### src/rtl/fsm6_pkg.sv
// Shared encoding and transition function for the six-state A..F sequence detector.
package fsm6_pkg;

    typedef enum logic [2:0] {
        S_A = 3'b000,
        S_B = 3'b001,
        S_C = 3'b010,
        S_D = 3'b011,
        S_E = 3'b100,
        S_F = 3'b101
    } state_t;

    localparam int NUM_LEGAL = 6;

    // Codes 110/111 are not enum members; they fall through to A.
    function automatic state_t fsm6_next(state_t s, logic w);
        case (s)
            S_A:     return w ? S_A : S_B;
            S_B:     return w ? S_D : S_C;
            S_C:     return w ? S_D : S_E;
            S_D:     return w ? S_A : S_F;
            S_E:     return w ? S_D : S_E;
            S_F:     return w ? S_D : S_C;
            default: return S_A;
        endcase
    endfunction

endpackage

### src/rtl/fsm6_chan.sv
// One detector channel: state register, {E,F}-entry saturating counter, illegal-state flag.
// FSM6_ILLEGAL_TRAP_EN enables the sticky err flag and forced recovery from illegal codes.
module fsm6_chan
    import fsm6_pkg::*;
#(
    parameter int CNT_W = 8
) (
    input  logic             clk,
    input  logic             reset,
    input  logic             in_valid,
    input  logic             w,
    input  logic             ld_en,
    input  logic [2:0]       ld_state,
    input  logic             cnt_clr,
    output logic [2:0]       state,
    output logic             z,
    output logic             y1_next,
    output logic [CNT_W-1:0] cnt,
    output logic             err
);

    state_t           state_q;
    state_t           state_d;
    state_t           step_nxt;
    logic             z_d;
    logic [CNT_W-1:0] cnt_q;

`ifdef FSM6_ILLEGAL_TRAP_EN
    logic illegal;
    logic err_q;
    assign illegal = (state_q >= 3'(NUM_LEGAL));
`endif

    always_comb begin
        step_nxt = fsm6_next(state_q, w);
        state_d  = state_q;
        if (ld_en) begin
            state_d = state_t'(ld_state);
`ifdef FSM6_ILLEGAL_TRAP_EN
        end else if (illegal) begin
            state_d = S_A;
`endif
        end else if (in_valid) begin
            state_d = step_nxt;
        end
        z_d = (state_d == S_E) || (state_d == S_F);
    end

    always_ff @(posedge clk) begin
        if (reset) begin
            state_q <= S_A;
            cnt_q   <= '0;
        end else begin
            state_q <= state_d;
            // Count only 0->1 edges of z, so E<->F moves are not entries.
            if (cnt_clr) begin
                cnt_q <= '0;
            end else if (z_d && !z && cnt_q != '1) begin
                cnt_q <= cnt_q + 1'b1;
            end
        end
    end

`ifdef FSM6_ILLEGAL_TRAP_EN
    always_ff @(posedge clk) begin
        if (reset) begin
            err_q <= 1'b0;
        end else if (illegal) begin
            err_q <= 1'b1;
        end
    end
    assign err = err_q;
`else
    assign err = 1'b0;
`endif

    assign state   = state_q;
    assign z       = (state_q == S_E) || (state_q == S_F);
    assign y1_next = step_nxt[1];
    assign cnt     = cnt_q;

endmodule

### src/rtl/fsm6_chan_array.sv
// NCH independent A..F detector channels sharing one step qualifier.
// Optional illegal-state trap is selected by FSM6_ILLEGAL_TRAP_EN.
module fsm6_chan_array
    import fsm6_pkg::*;
#(
    parameter int NCH   = 4,
    parameter int CNT_W = 8
) (
    input  logic                 clk,
    input  logic                 reset,
    input  logic                 in_valid,
    input  logic [NCH-1:0]       w,
    input  logic [NCH-1:0]       ld_en,
    input  logic [3*NCH-1:0]     ld_state,
    input  logic                 cnt_clr,
    output logic [3*NCH-1:0]     state,
    output logic [NCH-1:0]       z,
    output logic [NCH-1:0]       y1_next,
    output logic [CNT_W*NCH-1:0] cnt,
    output logic [NCH-1:0]       err
);

    for (genvar i = 0; i < NCH; i++) begin : g_chan
        fsm6_chan #(
            .CNT_W(CNT_W)
        ) u_chan (
            .clk     (clk),
            .reset   (reset),
            .in_valid(in_valid),
            .w       (w[i]),
            .ld_en   (ld_en[i]),
            .ld_state(ld_state[3*i +: 3]),
            .cnt_clr (cnt_clr),
            .state   (state[3*i +: 3]),
            .z       (z[i]),
            .y1_next (y1_next[i]),
            .cnt     (cnt[CNT_W*i +: CNT_W]),
            .err     (err[i])
        );
    end

endmodule

### config.mk
export PLATFORM = sky130hd
export DESIGN_NAME = fsm6_chan_array
export DESIGN_NICKNAME = d
export VERILOG_FILES = /design/src/rtl/fsm6_pkg.sv /design/src/rtl/fsm6_chan.sv /design/src/rtl/fsm6_chan_array.sv
export SDC_FILE = /design/constraint.sdc
export NUM_CORES = 1
export LEC_CHECK = 0
export ABC_AREA = 1
export ABC_CLOCK_PERIOD_IN_PS = 1500
export CELL_PAD_IN_SITES_DETAIL_PLACEMENT = 0
export CELL_PAD_IN_SITES_GLOBAL_PLACEMENT = 1
export CORE_MARGIN = 1
export CORE_UTILIZATION = 25
export CTS_BUF_LIST = sky130_fd_sc_hd__clkbuf_8 sky130_fd_sc_hd__clkbuf_16
export DETAILED_ROUTE_END_ITERATION = 6
export PLACE_DENSITY = 0.62
export SYNTH_ARGS = -nofsm -noshare
export SYNTH_HDL_FRONTEND = slang
export SYNTH_SLANG_ARGS = --single-unit
### constraint.sdc
create_clock -name clk -period 1.5 [get_ports clk]
set_input_delay 0.15 -clock clk [delete_from_list [all_inputs] [get_ports clk]]
set_output_delay 0.15 -clock clk [all_outputs]
set_load 0.02 [all_outputs]
==> reports/summary.txt <==
number of buffers between clock root and the deepest sink: 2
worst flop-to-flop path endpoint: g_chan[1].u_chan.cnt[5]
post-route setup slack: 0.0308 ns
startpoint-to-endpoint class of the critical path: reg2out
largest clock skew in the final design: 0.00576 ns
synthesized cell area: 3110 sq um
Synth area leader: sky130_fd_sc_hd__dfxtp_1
Final Net Count: 594
number of endpoints with negative hold slack in the final report: 0
floorplan die area: 12,900 sq um
minimum setup slack after placement: -0.236 ns
first-pass detailed-route iteration total: 4
leak pwr: 2.29 nW
Syn Inst Count: 435
number of synthesis warnings: 0
standard cell core area: 12,100 sq um
vias in the first global route: 2,946
ant diodes: 0
initial antenna violation count: 0
combined global-route utilization of all metal layers: 13.7%
Worst VDD drop: 363 uV
clock tree from TritonCTS: built
TritonCTS Sinks: 44
Tcrit/Tclk final: 97.9%
crit-path max FO: 4
r2r setup slk: 0.07 ns
Crit path largest cell delay: 0.64 ns
highest clock rate: 681 MHz
number of violations of the max-capacitance limit: 0
most area-consuming cells after synthesis: sky130_fd_sc_hd__dfxtp_1, sky130_fd_sc_hd__nand2_1, sky130_fd_sc_hd__nand3_1, sky130_fd_sc_hd__xor2_1, sky130_fd_sc_hd__a21oi_1
post-detailed-route count of antenna-violating nets: 0
result of the run: finished, final reports clean
final weighted congestion of routability-driven global placement: 0.827
total number of H-tree levels: 2
critical path's top delay family: buffers and inverters
hold depth: 5
number of top-level pins: 80
most used cells in the layout excluding fill and tap cells: sky130_fd_sc_hd__nand2_1, sky130_fd_sc_hd__buf_4, sky130_fd_sc_hd__inv_1
drt via density: 4.28
post-synthesis sequential element count: 44
kind of end point of the critical path: output port
grt ovf: 0
Cell Chain, Critical Path: clkdlybuf4s50_1
layout cell share with drive strength beyond 1: 33.5%
Final Setup Violations: 0
Post-Route Hold Slack: 0.402 ns
hold buffer count at cts: 0
post-layout instance count excluding filler cells: 735
setup repair after global routing missed its margin: yes
crit path max-delay cell type: sky130_fd_sc_hd__clkdlybuf4s50_1
worst hold path class: in2reg
number of max-slew violations in the final report: 0
worst path required time: 1.35 ns
average wire per cell in the routed design: 11.9 um
crit path launch type: flip-flop
synth-to-layout area growth: 55.4%
fill cell total of the finished layout: 1,277
Total Routed Length: 8740 um
clock-pin slew of the registers on the worst-case setup and hold paths: 0.06 ns
FP Rows: 40
reg2reg path depth: 8
Seq/Total Area, Yosys: 28.3%
global-route wire length before repair: 14,000 um
TritonCTS buffer count: 5
DP Cell Count: 720
remaining routing DRC violations: 0
Worst Hold Path EP: g_chan[3].u_chan.state[0]
reg-to-reg startpoint: g_chan[1].u_chan.cnt[0]
Post-Syn Area per Cell: 7.15 sq um
Data arrival, critical path: 1.32 ns
power density relative to cell area: 684 nW/um^2
via count: 3,147
horizontal die dimension: 114 um
CTS Root Cell: sky130_fd_sc_hd__clkbuf_16
number of distinct library cells after synthesis: 29
buffers and inverters on the worst path: 1
effective utilization at floorplan: 25.8%
hold wc startpoint: in_valid
share of the synthesized area in the top cell type: 28.3%
die outline height: 114 um
starting DRC count in detailed routing: 74
half-perimeter wire length after detailed placement: 6630 um
count of buffers from port buffering: 75
final critical path time including I/O delays and setup: 1.47 ns
clk_lat worst skew: 0.28 ns
maximum number of pins on one net before global-route repair: 19
-- routing by layer --
| metal | part of all wire [%] | vias to the layer above | global-route usage [%] |
|---|---|---|---|
| met2 | 49 | 64 | 23.3 |
| li1 | - | 1646 | - |
| met1 | 45 | 1431 | 17.5 |
| met4 | 1.1 | 0 | 3.86 |
| met3 | 4.2 | 6 | 2.60 |
| met5 | 0 | - | 0 |
-- kinds of logic (layout without fill, tap and decap cells) --
kind of cell / Yosys count / count (layout) / synth area share (%)
xor gates and xnor gates: 24 / 24 / 6.76
AOI/OAI and AO/OA: 80 / 80 / 18.9
and+or+nand+nor: 202 / 202 / 32.0
DFF: 44 / 44 / 28.3
adders and majority gates: 4 / 4 / 1.61
other: 1 / 4 / 0.121
buffers and inverters: 80 / 209 / 12.3
-- synthesized netlist by cell type --
cell and number:
sky130_fd_sc_hd__nand2_1 67, sky130_fd_sc_hd__inv_1 50, sky130_fd_sc_hd__nor2_1 48, sky130_fd_sc_hd__dfxtp_1 44, sky130_fd_sc_hd__nand3_1 44, sky130_fd_sc_hd__a21oi_1 38, sky130_fd_sc_hd__o21bai_1 24, sky130_fd_sc_hd__xor2_1 24
sky130_fd_sc_hd__nand2_2 13, sky130_fd_sc_hd__buf_4 12, sky130_fd_sc_hd__a21oi_4 10, sky130_fd_sc_hd__inv_2 10, sky130_fd_sc_hd__nor3_1 7, sky130_fd_sc_hd__nand2_4 6, sky130_fd_sc_hd__nor2_2 5, sky130_fd_sc_hd__a311oi_1 4
sky130_fd_sc_hd__ha_1 4, sky130_fd_sc_hd__o21ai_1 4, sky130_fd_sc_hd__clkbuf_1 3, sky130_fd_sc_hd__nand3_2 3, sky130_fd_sc_hd__nand3_4 3, sky130_fd_sc_hd__inv_4 2, sky130_fd_sc_hd__nor2_4 2, sky130_fd_sc_hd__or2_1 2
sky130_fd_sc_hd__or2_2 2, sky130_fd_sc_hd__buf_12 1, sky130_fd_sc_hd__buf_6 1, sky130_fd_sc_hd__conb_1 1, sky130_fd_sc_hd__inv_8 1
-- power breakdown --
| group | internal, mW | total (mW) | switching, mW | leakage [nW] |
|---|---|---|---|---|
| clock | 0.652 | 1.11 | 0.461 | 0.0795 |
| combinational | 0.407 | 0.943 | 0.536 | 1.85 |
| sequential | 1.20 | 1.25 | 0.0471 | 0.365 |
| total | 2.26 | 3.31 | 1.04 | 2.29 |
-- layout make-up --
class                      count  area (sq um)  share of cell area [%]
clock buffer                   6           139                    2.87
timing repair buffer         138          1240                    25.6
inverter                      63           267                    5.51
tap                          168           210                    4.35
multi-input combinational    314          2060                    42.6
clock inverter                 2          7.51                   0.155
sequential                    44           918                    19.0
-- worst max path at each step --
stage / depth (start not counted) / startpoint / to
floorplan: 9 / g_chan[3].u_chan.cnt[0] / g_chan[3].u_chan.cnt[0]
global placement: 10 / in_valid / g_chan[0].u_chan.cnt[0]
detailed placement: 10 / in_valid / g_chan[1].u_chan.cnt[1]
CTS: 6 / g_chan[0].u_chan.state[0] / y1_next[0]
global route: 8 / g_chan[0].u_chan.state[0] / g_chan[0].u_chan.cnt[7]
finish: 1 / g_chan[3].u_chan.cnt[7] / cnt[31]
-- metrics by stage --
| stage | power, mW | TNS [ns] | util [%] | instance area [sq um] |
|---|---|---|---|---|
| 2_1_floorplan | 1.80 | 0 | - | 3140 |
| 3_3_place_gp | 2.18 | -7.30 | 36.5 | 4400 |
| 3_5_place_dp | 2.18 | -7.56 | 36.5 | 4400 |
| 4_1_cts | 3.29 | -0.000179 | 37.6 | 4530 |
| 5_1_grt | 3.50 | -0.0687 | 40.1 | 4840 |
| 6_report | 3.31 | 0 | 40.1 | 4840 |
-- state kept, by name, indices dropped and copies added, names as in the netlist --
signal	flops
g_chan.u_chan.cnt	32
g_chan.u_chan.state	12
-- timing repair --
item	in CTS	in global routing
resized for setup	45	94
cloned	0	0
pin swaps	3	36
endpoints found under the setup margin	46	54
buffers inserted	1	6
Power figures use the tool's default switching activity.
